**src/rtl/out_port_pkg.sv**
```systemverilog
// Shared types and constants for the serial output port transmitter.
// Holds the FSM state encoding and the frame line levels.
package out_port_pkg;

  localparam int DATA_BITS = 8;
  localparam int IDX_W     = $clog2(DATA_BITS);

  localparam logic START_LVL = 1'b0;
  localparam logic STOP_LVL  = 1'b1;

  typedef enum logic [2:0] {
    ST_IDLE,
    ST_START,
    ST_DATA,
    ST_PARITY,
    ST_STOP
  } state_e;

endpackage

```
**src/rtl/out_port_fifo.sv**
```systemverilog
// Byte FIFO feeding the transmitter; pointers carry one extra wrap bit
// so that full and empty are distinguishable without a separate count.
module out_port_fifo
  import out_port_pkg::*;
#(
  parameter int DEPTH = 4
) (
  input  logic                 clk_i,
  input  logic                 rst_ni,
  input  logic                 push_i,
  input  logic                 pop_i,
  input  logic [DATA_BITS-1:0] data_i,
  output logic [DATA_BITS-1:0] data_o,
  output logic                 full_o,
  output logic                 empty_o
);

  localparam int AW = $clog2(DEPTH);

  logic [AW:0]          wr_ptr_q, wr_ptr_d;
  logic [AW:0]          rd_ptr_q, rd_ptr_d;
  logic [DATA_BITS-1:0] mem_q [DEPTH];
  logic                 push_ok, pop_ok;

  assign empty_o = (wr_ptr_q == rd_ptr_q);
  assign full_o  = (wr_ptr_q[AW] != rd_ptr_q[AW]) &&
                   (wr_ptr_q[AW-1:0] == rd_ptr_q[AW-1:0]);
  assign data_o  = mem_q[rd_ptr_q[AW-1:0]];

  assign push_ok = push_i && !full_o;
  assign pop_ok  = pop_i && !empty_o;

  always_comb begin
    wr_ptr_d = wr_ptr_q;
    rd_ptr_d = rd_ptr_q;
    if (push_ok) wr_ptr_d = wr_ptr_q + (AW+1)'(1);
    if (pop_ok)  rd_ptr_d = rd_ptr_q + (AW+1)'(1);
  end

  always_ff @(posedge clk_i) begin
    if (!rst_ni) begin
      wr_ptr_q <= '0;
      rd_ptr_q <= '0;
    end else begin
      wr_ptr_q <= wr_ptr_d;
      rd_ptr_q <= rd_ptr_d;
    end
  end

  // Storage needs no reset: the cleared pointers mark every slot as empty.
  always_ff @(posedge clk_i) begin
    if (push_ok) mem_q[wr_ptr_q[AW-1:0]] <= data_i;
  end

endmodule

```
**src/rtl/out_port_tx.sv**
```systemverilog
// Buffered serial transmitter for the CPU output port: start, 8 data bits
// LSB first, optional even parity (OUT_PORT_TX_PARITY_EN), stop.
module out_port_tx
  import out_port_pkg::*;
#(
  parameter int CLKS_PER_BIT = 4,
  parameter int FIFO_DEPTH   = 4
) (
  input  logic       clk,
  input  logic       rst,
  input  logic       wr_en,
  input  logic [7:0] wr_data,
  output logic       full,
  output logic       busy,
  output logic       overflow,
  output logic       tx
);

  state_e               state_q, state_d;
  logic [7:0]           div_q, div_d;
  logic [IDX_W-1:0]     idx_q, idx_d;
  logic [DATA_BITS-1:0] byte_q, byte_d;
  logic                 tx_q, tx_d;
  logic                 ovf_q, ovf_d;
  logic                 pop, push, bit_done;
  logic                 fifo_full, fifo_empty;
  logic [DATA_BITS-1:0] fifo_data;

  out_port_fifo #(.DEPTH(FIFO_DEPTH)) u_fifo (
    .clk_i   (clk),
    .rst_ni  (rst),
    .push_i  (push),
    .pop_i   (pop),
    .data_i  (wr_data),
    .data_o  (fifo_data),
    .full_o  (fifo_full),
    .empty_o (fifo_empty)
  );

  // A write seen while full is lost even if a pop frees a slot at that edge.
  assign push     = wr_en && !fifo_full;
  assign ovf_d    = ovf_q || (wr_en && fifo_full);
  assign bit_done = (div_q == 8'(CLKS_PER_BIT - 1));

  assign full     = fifo_full;
  assign busy     = (state_q != ST_IDLE) || !fifo_empty;
  assign overflow = ovf_q;
  assign tx       = tx_q;

  always_comb begin
    state_d = state_q;
    div_d   = div_q + 8'd1;
    idx_d   = idx_q;
    byte_d  = byte_q;
    pop     = 1'b0;
    tx_d    = STOP_LVL;

    case (state_q)
      ST_IDLE: begin
        div_d = '0;
        if (!fifo_empty) begin
          pop     = 1'b1;
          byte_d  = fifo_data;
          state_d = ST_START;
        end
      end
      ST_START: begin
        if (bit_done) begin
          div_d   = '0;
          idx_d   = '0;
          state_d = ST_DATA;
        end
      end
      ST_DATA: begin
        if (bit_done) begin
          div_d = '0;
          if (idx_q == IDX_W'(DATA_BITS - 1)) begin
`ifdef OUT_PORT_TX_PARITY_EN
            state_d = ST_PARITY;
`else
            state_d = ST_STOP;
`endif
          end else begin
            idx_d = idx_q + IDX_W'(1);
          end
        end
      end
`ifdef OUT_PORT_TX_PARITY_EN
      ST_PARITY: begin
        if (bit_done) begin
          div_d   = '0;
          state_d = ST_STOP;
        end
      end
`endif
      ST_STOP: begin
        if (bit_done) begin
          div_d = '0;
          if (!fifo_empty) begin
            pop     = 1'b1;
            byte_d  = fifo_data;
            state_d = ST_START;
          end else begin
            state_d = ST_IDLE;
          end
        end
      end
      default: begin
        div_d   = '0;
        state_d = ST_IDLE;
      end
    endcase

    // The line is registered, so it is driven from the state being entered.
    case (state_d)
      ST_START:  tx_d = START_LVL;
      ST_DATA:   tx_d = byte_d[idx_d];
`ifdef OUT_PORT_TX_PARITY_EN
      ST_PARITY: tx_d = ^byte_d;
`endif
      default:   tx_d = STOP_LVL;
    endcase
  end

  always_ff @(posedge clk) begin
    if (!rst) begin
      state_q <= ST_IDLE;
      div_q   <= '0;
      idx_q   <= '0;
      byte_q  <= '0;
      tx_q    <= STOP_LVL;
      ovf_q   <= 1'b0;
    end else begin
      state_q <= state_d;
      div_q   <= div_d;
      idx_q   <= idx_d;
      byte_q  <= byte_d;
      tx_q    <= tx_d;
      ovf_q   <= ovf_d;
    end
  end

endmodule

```
**config.mk**
```make
export PLATFORM = sky130hd
export DESIGN_NAME = out_port_tx
export DESIGN_NICKNAME = d
export VERILOG_FILES = /design/src/rtl/out_port_pkg.sv /design/src/rtl/out_port_fifo.sv /design/src/rtl/out_port_tx.sv
export SDC_FILE = /design/constraint.sdc
export NUM_CORES = 1
export LEC_CHECK = 0
export CAP_MARGIN = 20
export CELL_PAD_IN_SITES_DETAIL_PLACEMENT = 1
export CELL_PAD_IN_SITES_GLOBAL_PLACEMENT = 2
export CORE_MARGIN = 2
export CORE_UTILIZATION = 42
export CTS_CLUSTER_DIAMETER = 80
export DETAILED_ROUTE_END_ITERATION = 8
export PLACE_DENSITY = 0.8
export SYNTH_ARGS = -nofsm -noshare
export SYNTH_HDL_FRONTEND = slang
export SYNTH_SLANG_ARGS = --single-unit
```
**constraint.sdc**
```tcl
create_clock -name clk -period 2.2 [get_ports clk]
set_input_delay 0.44 -clock clk [delete_from_list [all_inputs] [get_ports clk]]
set_output_delay 0.44 -clock clk [all_outputs]
set_load 0.02 [all_outputs]
```
==> results.tsv <==
stage	metric	value	unit
timing	Tightest Pin Transition	0.668	ns
timing	Setup Skew	0.00436	ns
routing	routed vias	1714	
worst_setup_path	Top delay family on crit path	compound AO/OA/AOI/OAI gates	
logic_synthesis	Synth top area share	34.6	%
routing	Via density	5.32	
clock_tree	clock slew at reported path FFs	0.07	ns
power_and_ir_drop	Lkg Pwr	1.20	nW
logic_synthesis	synthesized area	0.00277	mm^2
grt	first-pass GRT wire length	8.82	mm
logic_synthesis	Area contributors post-synth	edfxtp_1, dfxtp_1, mux4_2	
floorplanning	io pins	15	
logic_synthesis	#FFs+latches synth	64	
logic_synthesis	ys async rst share	0	%
placement	Final GP Congestion	0.759	
grt	vias in the first global route	1869	
routing	Initial DRT Pass Iterations	4	
worst_setup_path	Worst path slowest cell	dfxtp_1	
timing	Slew Limit Fails	0	
logic_synthesis	EDFF count, synth	32	
clock_tree	Root Driver	clkbuf_8	
finish	Final Util	52.7	%
worst_setup_path	CP required	2.48	ns
timing	final cycle utilization of the critical path	97.1	%
hold_path	Hold Path Class	reg -> reg	
placement	count of input and output buffers	14	
logic_synthesis	Cell variety after synth	46	
flow_run	# Max-Cap Violations	0	
logic_synthesis	Synth Area in Adders	3.16	%
logic_synthesis	Post-Syn Nets	227	
timing	Hold Vio Cnt, Final	0	
floorplanning	site row count	29	
logic_synthesis	synth warn	0	
timing	Slew HR	55.4	%
logic_synthesis	sequential-to-total area share from yosys stat	57.7	%
clock_tree	CTS tree	done	
worst_setup_path	Worst path max stage delay	0.34	ns
finish	fraction of layout cells with a size suffix above 1	25.7	%
power_and_ir_drop	final total power	3.58	mW
timing	fmax	468	MHz
routing	routed len/inst	16.6	um
finish	Area Overhead vs Synth	21.4	%
clock_tree	CTS H-tree depth	3	
worst_setup_path	Worst path most repeated cell	a22oi_2	
logic_synthesis	syn_area_per_cell	13.3	um^2
logic_synthesis	XOR/XNOR share of the synthesized area	4.10	%
finish	Inserted Diodes	0	
floorplanning	Chip Height	85.3	um
routing	Iter 0 DRT Violations	71	
logic_synthesis	largest family of logic cells by synthesized area	simple AND/OR/NAND/NOR gates	
clock_tree	clk buf depth	2	
worst_setup_path	crit path DAT	2.41	ns
logic_synthesis	Top FF cell, synth	edfxtp_1	
worst_setup_path	CP Cell Sequence	ha_1 > nor4b_4 > buf_4 > a41o_1 > a22oi_2 > and3b_4 > a22oi_2 > a21oi_1 > nor3_2	
grt	GRT Resource Usage Total	16.1	%
logic_synthesis	Post-Synthesis Cells	209	
logic_synthesis	post-synthesis mux area share	10.2	%
floorplanning	Die X	85.3	um
worst_setup_path	CP Capture Type	flip-flop	
clock_tree	total CTS buffers	9	
logic_synthesis	Synth Area in Simple Gates	14.8	%
logic_synthesis	complex-gate fraction of the synthesized area	7.58	%
timing	clock period minus worst slack	2.14	ns
floorplanning	Die ar.	0.00727	mm^2
run_status	outcome	completed	
clock_tree	Worst-Skew Late Latency	0.35	ns
grt	initial antenna violation count	0	
floorplanning	Core Box Area	0.00639	mm^2
placement	dpl hpwl	3.78	mm
worst_setup_path	startpoint types	flip-flop	
logic_synthesis	Synth area leader	edfxtp_1	
routing	Residual DRC	0	
power_and_ir_drop	worst-case vdd ir drop	752	uV
floorplanning	Initial Util	43.4	%
grt	Overflow after GRT	0	
routing	antenna-violating nets left	0	
worst_setup_path	WS Path Type	reg -> reg	
worst_setup_path	Bufs and invs on worst path	1	
finish	Final #Nets	258	
timing	Final Setup Violations	0	
worst_setup_path	top fanout value on the critical path	9	
power_and_ir_drop	power density over the cells	1060	mW/mm^2
grt	largest net degree at the start of global routing	23	
clock_tree	clock sinks	64	
routing	WL final	5.36	mm
==> routing by layer <==
metal  vias up  part of all wire, %  global-route usage, %
li1        833                    -                      -
met1       845                   41                   17.1
met2        25                   54                   29.5
met3        11                  3.5                   5.54
met4         0                  1.4                   5.48
met5         -                    0                      0
==> synthesized netlist by cell type (2+ instances only) <==
| cell type | number |
|---|---|
| inv_1 | 7 |
| dfxtp_1 | 32 |
| nor2b_1 | 15 |
| a21boi_0 | 3 |
| nor2_1 | 10 |
| buf_2 | 2 |
| a22oi_2 | 2 |
| nor3b_1 | 2 |
| nand4_1 | 2 |
| nand2_1 | 6 |
| xor2_1 | 6 |
| edfxtp_1 | 32 |
| mux2i_1 | 9 |
| xnor2_1 | 7 |
| clkbuf_1 | 5 |
| and3_2 | 2 |
| a22oi_1 | 3 |
| a21oi_1 | 6 |
| o21ai_0 | 2 |
| and2_1 | 8 |
| mux4_2 | 8 |
| ha_1 | 7 |
| nor3_1 | 3 |
| nand3_1 | 8 |
==> through the flow <==
step | area, um^2 | instances | hold slack [ns] | setup TNS (ns) | setup slack, ns
2_1_floorplan | 2770 | 209 | 0.437 | 0 | 0.187
3_3_place_gp | 3040 | 301 | 0.471 | 0 | 0.0533
3_5_place_dp | 3040 | 301 | 0.489 | 0 | 0.0210
4_1_cts | 3300 | 317 | 0.507 | 0 | 0.0140
5_1_grt | 3370 | 322 | 0.546 | -0.0201 | -0.0201
6_report | 3370 | 322 | 0.499 | 0 | 0.0649
==> cell usage in the layout (no fill, tap or decap), drive strengths merged, types with 2 or more instances in the layout <==
cell,instances
o21ai,2
mux2i,10
mux4,8
clkinv,3
clkbuf,9
a21oi,7
edfxtp,32
dfxtp,32
a21boi,4
and3,3
nand4,2
nor4,2
and2,8
clkdlybuf4s50,12
inv,9
nor3,4
nand2,6
xor2,6
a22oi,5
ha,7
xnor2,7
nor2b,15
nor2,10
nor3b,2
bufinv,2
buf,14
nand3,10
==> area by class of cell <==
type	instances	area, um^2
well taps	77	96.3
flip-flops and latches	64	1610
clock buffers	9	124
fillers	638	3020
inverters	7	26.3
repair buffers	27	231
clock inverters	7	104
multi-input cells	131	1180
==> tightest hold or removal path: stages, from the launching register on <==
cell	delay, ns
dfxtp_1	0.33
a21oi_1	0.04
nor2b_1	0.09
==> sequential cells by signal, summed over array words and instances (netlist names), named ones only <==
register	cells
idx_q	3
tx	1
div_q	8
overflow	1
byte_q	8
u_fifo.rd_ptr_q	3
u_fifo.mem_q	32
state_q	3
u_fifo.wr_ptr_q	3
==> what timing repair did <==
action	CTS	global route
pin swaps	0	5
gates resized for setup	10	9
hold buffers	0	0
endpoints found under the hold margin	0	0
setup endpoints to repair	2	2
buffers inserted	0	4
cloned	0	1
==> kinds of logic (layout without fill, tap and decap cells) <==
family / after synthesis / in the layout
flops: 64 / 64
mux: 18 / 18
simple gates: 66 / 67
buf+inv: 15 / 50
compound gates: 26 / 26
fa+ha+maj: 7 / 7
xor+xnor: 13 / 13
==> worst paths after layout <==
kind | startpoint | endpoint | slack, ns | cells after the start
setup / recovery | div_q[1] | tx | 0.06 | 9
hold / removal | overflow | overflow | 0.50 | 2
setup reg to reg | div_q[1] | tx | 0.06 | 9
hold reg to reg | overflow | overflow | 0.50 | 2
==> where the power goes <==
| part | switching (mW) | internal [mW] |
|---|---|---|
| clock network | 0.485 | 0.651 |
| logic | 0.448 | 0.483 |
| registers | 0.106 | 1.40 |
No activity file was read; power rests on OpenSTA's default activity.
